## src/rtl/pipe_flush_ctrl.sv

```systemverilog
// Pipeline sequencer: merges stage stall requests, runs the FREEZE->FLUSH->DRAIN exception entry, stall watchdog.
// Optional perf counters are enabled by defining PIPE_CTRL_PERF_EN.
module pipe_flush_ctrl #(
    parameter logic [31:0] EXC_VECTOR    = 32'h0000_0020,
    parameter int unsigned DRAIN_CYCLES  = 3,
    parameter logic [15:0] STALL_TIMEOUT = 16'd1024
) (
    input  logic        clk,
    input  logic        rst,
    input  logic        stallreq_if_i,
    input  logic        stallreq_id_i,
    input  logic        stallreq_ex_i,
    input  logic        stallreq_mem_i,
    input  logic [31:0] excepttype_i,
    input  logic [31:0] cp0_epc_i,
    output logic [5:0]  stall,
    output logic        flush,
    output logic [31:0] new_pc,
`ifdef PIPE_CTRL_PERF_EN
    output logic [31:0] perf_stall_cycles_o,
    output logic [31:0] perf_flush_cnt_o,
`endif
    output logic        stall_timeout_o
);

    localparam logic [31:0] ERET_CAUSE = 32'h0000_000e;
    localparam logic [3:0]  DRAIN_INIT = 4'(DRAIN_CYCLES - 1);

    typedef enum logic [1:0] {IDLE, FREEZE, FLUSH, DRAIN} state_e;

    state_e      state_q, state_d;
    logic [3:0]  drain_cnt_q, drain_cnt_d;
    logic [15:0] stall_cnt_q, stall_cnt_d;
    logic [31:0] cause_q, cause_d;
    logic [31:0] epc_q, epc_d;
    logic        flush_q;
    logic [31:0] new_pc_q;
    logic        timeout_q, timeout_d;
    logic [5:0]  req_vec;
    logic        any_req;
    logic        req_active;
    logic [5:0]  stall_comb;
    logic [31:0] redirect;

    always_comb begin
        req_vec = 6'b000000;
        if (stallreq_mem_i)      req_vec = 6'b011111;
        else if (stallreq_ex_i)  req_vec = 6'b001111;
        else if (stallreq_id_i)  req_vec = 6'b000111;
        else if (stallreq_if_i)  req_vec = 6'b000111;
    end

    assign any_req  = stallreq_if_i | stallreq_id_i | stallreq_ex_i | stallreq_mem_i;
    assign redirect = (cause_q == ERET_CAUSE) ? epc_q : EXC_VECTOR;

    always_comb begin
        state_d     = state_q;
        drain_cnt_d = drain_cnt_q;
        cause_d     = cause_q;
        epc_d       = epc_q;
        stall_comb  = 6'b000000;
        req_active  = 1'b0;
        case (state_q)
            IDLE: begin
                if (excepttype_i != 32'd0) begin
                    stall_comb = 6'b111111;
                    cause_d    = excepttype_i;
                    epc_d      = cp0_epc_i;
                    state_d    = FREEZE;
                end else begin
                    stall_comb = req_vec;
                    req_active = any_req;
                end
            end
            FREEZE: begin
                stall_comb = 6'b111111;
                state_d    = FLUSH;
            end
            FLUSH: begin
                state_d     = DRAIN;
                drain_cnt_d = DRAIN_INIT;
            end
            DRAIN: begin
                stall_comb = req_vec;
                req_active = any_req;
                if (drain_cnt_q == 4'd0) state_d = IDLE;
                else                     drain_cnt_d = drain_cnt_q - 4'd1;
            end
            default: state_d = IDLE;
        endcase
    end

    // Watchdog only counts stalls caused by requests, never the FREEZE hold.
    always_comb begin
        stall_cnt_d = 16'd0;
        timeout_d   = 1'b0;
        if (req_active) begin
            if (stall_cnt_q == STALL_TIMEOUT - 16'd1) timeout_d = 1'b1;
            else                                      stall_cnt_d = stall_cnt_q + 16'd1;
        end
    end

    always_ff @(posedge clk) begin
        if (rst) begin
            state_q     <= IDLE;
            drain_cnt_q <= 4'd0;
            stall_cnt_q <= 16'd0;
            cause_q     <= 32'd0;
            epc_q       <= 32'd0;
            flush_q     <= 1'b0;
            new_pc_q    <= 32'd0;
            timeout_q   <= 1'b0;
        end else begin
            state_q     <= state_d;
            drain_cnt_q <= drain_cnt_d;
            stall_cnt_q <= stall_cnt_d;
            cause_q     <= cause_d;
            epc_q       <= epc_d;
            flush_q     <= (state_d == FLUSH);
            new_pc_q    <= (state_d == FLUSH) ? redirect : 32'd0;
            timeout_q   <= timeout_d;
        end
    end

    assign stall           = rst ? 6'b000000 : stall_comb;
    assign flush           = flush_q;
    assign new_pc          = new_pc_q;
    assign stall_timeout_o = timeout_q;

`ifdef PIPE_CTRL_PERF_EN
    logic [31:0] perf_stall_q;
    logic [31:0] perf_flush_q;

    always_ff @(posedge clk) begin
        if (rst) begin
            perf_stall_q <= 32'd0;
            perf_flush_q <= 32'd0;
        end else begin
            if (stall[0])                                 perf_stall_q <= perf_stall_q + 32'd1;
            if (state_d == FLUSH && state_q != FLUSH)     perf_flush_q <= perf_flush_q + 32'd1;
        end
    end

    assign perf_stall_cycles_o = perf_stall_q;
    assign perf_flush_cnt_o    = perf_flush_q;
`endif

endmodule

```

## config.mk

```make
export PLATFORM = sky130hd
export DESIGN_NAME = pipe_flush_ctrl
export DESIGN_NICKNAME = d
export VERILOG_FILES = /design/src/rtl/pipe_flush_ctrl.sv
export SDC_FILE = /design/constraint.sdc
export NUM_CORES = 1
export LEC_CHECK = 0
export ABC_AREA = 1
export CAP_MARGIN = 40
export CORE_MARGIN = 4
export CORE_UTILIZATION = 55
export DETAILED_ROUTE_END_ITERATION = 12
export PLACE_DENSITY = 0.82
export SETUP_SLACK_MARGIN = 0.02
export SLEW_MARGIN = 20
export SYNTH_ARGS = -nofsm -noshare
export SYNTH_HDL_FRONTEND = slang
export SYNTH_SLANG_ARGS = --single-unit
```

## constraint.sdc

```tcl
create_clock -name clk -period 3.87 [get_ports clk]
set_input_delay 0.774 -clock clk [delete_from_list [all_inputs] [get_ports clk]]
set_output_delay 0.774 -clock clk [all_outputs]
set_load 0.05 [all_outputs]
```

; ---- Yosys cells after proc, flatten, opt, wreduce, memory -nomap -nowiden
; Cells that the tools add are included.
[word_totals]
ff_bits = 120
input_bits = 70
out_inout_bits = 40
wordCells = 50
[classes]
add_sub_neg = 2
eq_ne = 7
muxes = 16
bitwise = 6
n_reduce_logical = 10
[op_table]
columns = op, n
row1 = 32-bit by 4-bit == test with 1-bit output (second input constant), 1
row2 = 32-bit nonzero test, 1
row3 = 6-bit 2-to-1 mux, 3
row4 = 6-bit case mux with 3 select lines, 1
row5 = 16-bit by 1-bit adder with 16-bit output (second input constant), 1
row6 = 16-bit by 10-bit == test with 1-bit output (second input constant), 1
row7 = 4-bit 2-to-1 mux, 2
row8 = 2-bit case mux with 4 select lines, 1
row9 = 4-bit case mux with 2 select lines, 1
row10 = 2-bit == test (second input constant), 3
row11 = 3-bit 2-to-1 mux, 2
row12 = 3-bit OR reduction, 2
row13 = 5-bit 2-to-1 mux, 1
row14 = 4-bit logical NOT, 1
row15 = 2-bit 2-to-1 mux, 2
row16 = 2-bit AND reduction, 2
row17 = 2-bit OR reduction, 2
row18 = 4-bit by 1-bit subtractor with 4-bit output (second input constant), 1
row19 = 1-bit NOT, 3
row20 = 1-bit OR, 3
row21 = 2-bit by 1-bit == test with 1-bit output (second input constant), 1
row22 = 2-bit logical NOT, 1
row23 = 1-bit 2-to-1 mux, 2
row24 = 2-bit inequality test (second input constant), 1
row25 = 2 further kinds, 2

; ---- Logic depth before layout (Yosys ltp)
[logic_depth]
ltp_word = 7
depth_mapped = 11
depth_no_buf = 9

; ---- Worst setup path before layout
; No wires, ideal clock.
[synth_timing]
path_kind = input-to-output
start = input excepttype_i[29]
end = output stall[1]
arrival_ns = 2.088
required_ns = 3.096
setup_slack_ns = 1.008
stages = 9
n_path_buf = 1
path_cell_list = nor2_1 > nand2_1 > nor2_1 > nand2_1 > o21ai_0 > nand2_1 > nand2_1 > nand2_1 > buf_4
[synth_via]
elab_chain_len = 4
[synth_rtl]
columns = item, line
row1 = from (decl), 14  ; input logic [31:0] excepttype_i,
row2 = 32-bit nonzero test, 65  ; if (excepttype_i != 32'd0) begin
row3 = 6-bit 2-to-1 mux, 65
row4 = 6-bit case mux with 3 select lines, 63  ; case (state_q)
row5 = 6-bit 2-to-1 mux, 125  ; assign stall = rst ? 6'b000000 : stall_comb;
row6 = to (decl), 16  ; output logic [5:0] stall,
; No other way between the ends.

; ---- Final worst setup path
[layout_timing]
start = input excepttype_i[29]
end = output stall[3]
; Same word-level chain as after synthesis.

==> key figures <==
Status
  – Status: complete, no violations

Placed design
  – Port-buffer cells: 109
  – Final GP Congestion: 0.825
  – Detailed placer's ending HPWL: 8350 um

Layout
  – Syn-to-layout area delta: 31.2%
  – Diodes inserted: 0
  – Fin nets: 939
  – Most frequent cells in the layout: 179 x nor2_1, 132 x inv_1, 120 x dfxtp_1
  – Commonest non-fill, non-tap cell in the layout: nor2_1
  – Layout fillers: 681
  – Flip-flop and latch area: 0.00240 mm2
  – Share of post-route cells with drive strength above 1: 12.2%
  – Multi-input gate area: 0.00224 mm2
  – Final core area utilization: 75.7%

Floorplan
  – Total Die Area: 0.0115 mm2
  – Die height: 107 um
  – Cell row count: 35
  – Starting Density: 57.7%
  – Core area: 0.00942 mm2
  – Die W: 107 um
  – I/O Pins: 110

Worst setup path
  – CP Class: input pin to output pin
  – CP Launch Point: excepttype_i[29]
  – CP endpoint: stall[3]
  – Top fanout value on the critical path: 4
  – Reg-to-reg setup timing slack: 1.67 ns
  – CP endpoint kind: output pin
  – Reg2reg start: state_q[1]
  – Worst r2r path cells: 8
  – Startpoint Class: input pin
  – Critical Path AT: 2.96 ns
  – Worst Path Required: 3.10 ns
  – Reg2reg end: epc_q[4]

Global route
  – Initial antenna violation count: 0
  – Global Route Usage Sum: 22.0%
  – First-pass GRT wire length: 20400 um
  – Grt ovf: 0
  – Largest net degree at the start of global routing: 69
  – Vias in the first global route: 4700

Logic synthesis
  – Mapped Cells: 759
  – Share of the synthesized area in the top cell type: 44.2%
  – Warnings, synthesis: 0
  – Post-synth cell types: 28
  – Register area share after synthesis: 44.2%
  – Synthesis-stage register bit count: 120
  – Synth area leaders: dfxtp_1 44%, nor2_1 12%, inv_1 9.1%
  – Syn_nets: 836
  – Yosys top cell by area: dfxtp_1
  – Average size of a mapped cell: 7.15 um2
  – Synthesized area: 0.00543 mm2

Power
  – Total net switching power: 0.874 mW
  – Comb power frac: 12.4%
  – Fraction of power consumed by sequential logic: 38.2%
  – Leak: 3.34 nW
  – Clock power frac: 49.4%
  – Switching share of power: 24.6%
  – Cell-internal power: 2.68 mW
  – PD cells: 500 mW/mm2
  – Max VDD drop: 0.358 mV
  – Final Power: 3.56 mW

Clocking
  – Hold_buf cts: 0
  – Post-cts resize count: 0
  – Postcts setup bufs: 0
  – CTS root buffer: clkbuf_8
  – Clock transition at the registers of the reported paths: 0.06 ns
  – Clock buffer count from CTS: 17
  – Max clock buf depth: 2
  – CTS Sinks: 120
  – Depth of the CTS H-tree: 4
  – CTS tree: done
  – Clock Latency Late Sink: 0.51 ns

Detailed routing
  – Vias per cell: 4.80
  – DRT iter0 DRCs: 232
  – Detail Route Antenna Nets: 0
  – Detailed-route via count: 4822
  – Wire length per cell: 12.1 um
  – Drt drc: 0
  – DR pass1 iterations: 5
  – Drt total wl: 12200 um

Timing
  – Worst Tran Pin Value: 0.689 ns
  – Fin Setup TNS: 0 ns
  – Fmax: 268 MHz
  – Period utilization: 96.4%
  – Relative slew slack: 54.1%
  – Setup Skew: 0.0105 ns
  – Fin. Hold Viols: 0
  – Final Max Slew Viols: 0
  – RSZ-0062 raised after global routing: no
  – Final min period: 3.73 ns
  – Setup violators final: 0

Worst hold path
  – Hold Crit Depth: 2
  – Hold Path Class: flop to flop

Run
  – Number of max-cap violations: 0
Yosys cell counts:
| cell | instances |
|---|---|
| buf_8 | 6 |
| buf_2 | 10 |
| ha_1 | 7 |
| or2_2 | 1 |
| nand3_1 | 73 |
| buf_6 | 8 |
| nand3b_1 | 2 |
| nor2_2 | 54 |
| xnor2_1 | 5 |
| nor3_1 | 4 |
| nor3_2 | 3 |
| nand3_2 | 2 |
| clkbuf_1 | 2 |
| nor3_4 | 1 |
| xor2_1 | 9 |
| inv_2 | 1 |
| a22oi_1 | 1 |
| o22ai_1 | 1 |
| nand4_2 | 1 |
| nand2_1 | 116 |
| a21oi_1 | 6 |
| o311a_1 | 1 |
| buf_4 | 8 |
| nand4_1 | 4 |
| o21ai_0 | 2 |
| dfxtp_1 | 120 |
| inv_1 | 132 |
| nor2_1 | 179 |
registers in the layout, indices dropped and copies added, names as in the netlist:
register         cells
stall_cnt_q         16
cause_q             32
new_pc              32
stall_timeout_o      1
state_q              2
drain_cnt_q          4
epc_q               32
flush                1
worst min path at each step:
stage          slack, ns             end      startpoint
6_report            0.44      new_pc[12]       epc_q[12]
3_3_place_gp        0.42       new_pc[3]        epc_q[3]
3_5_place_dp        0.43       new_pc[0]        epc_q[0]
2_1_floorplan       0.42  stall_cnt_q[0]  stall_cnt_q[0]
5_1_grt             0.46       new_pc[1]        epc_q[1]
4_1_cts             0.44       new_pc[0]        epc_q[0]
per-stage QoR:
step / hold slack (ns) / cell area [um2] / setup WS (ns) / instances
5_1_grt: 0.457 / 7120 / 0.0470 / 1004
2_1_floorplan: 0.418 / 5430 / 1.01 / 759
4_1_cts: 0.440 / 7120 / 0.145 / 1004
3_5_place_dp: 0.429 / 6460 / 0.215 / 972
6_report: 0.437 / 7120 / 0.141 / 1004
3_3_place_gp: 0.424 / 6450 / 0.254 / 971
cell families after synthesis:
group / synth area share, %
flops: 44.2
compound gates: 1.18
simple gates: 36.0
buf+inv: 14.7
fa+ha+maj: 1.61
xor+xnor: 2.26
area by class of cell:
| cell class | count | share of cell area (%) |
|---|---|---|
| Timing Repair Buffer | 118 | 16.3 |
| Clock inverter | 13 | 3.37 |
| Multi-Input combinational cell | 472 | 31.4 |
| Clock buffer | 19 | 5.92 |
| Tap cell | 129 | 2.27 |
| Inverter | 133 | 7.01 |
| Sequential cell | 120 | 33.7 |
layer usage:
layer	track usage [%]	vias to the layer above	share of wire, %
li1	-	2463	-
met1	23.6	2179	40
met2	40.4	149	52
met3	6.36	31	5.4
met4	9.11	0	2.5
met5	0	-	0
power by group through the flow:
stage | clock [mW] | combinational [mW] | sequential [mW]
after detailed placement | 0 | 0.432 | 1.38
after global placement | 0 | 0.420 | 1.38
after global routing | 1.83 | 0.492 | 1.37
after CTS | 1.77 | 0.442 | 1.36
final | 1.76 | 0.440 | 1.36
after floorplan | 0 | 0.304 | 1.38
worst max-delay path, stage by stage:
cell	delay, ns
clkdlybuf4s50_1	0.44
nor2_1	0.15
nand2_1	0.09
nor2_1	0.14
nand2_1	0.09
o21ai_0	0.27
nand2_1	0.10
nand2_1	0.13
nand2_1	0.07
clkdlybuf4s50_1	0.70
No activity file was read; power rests on OpenSTA's default activity.
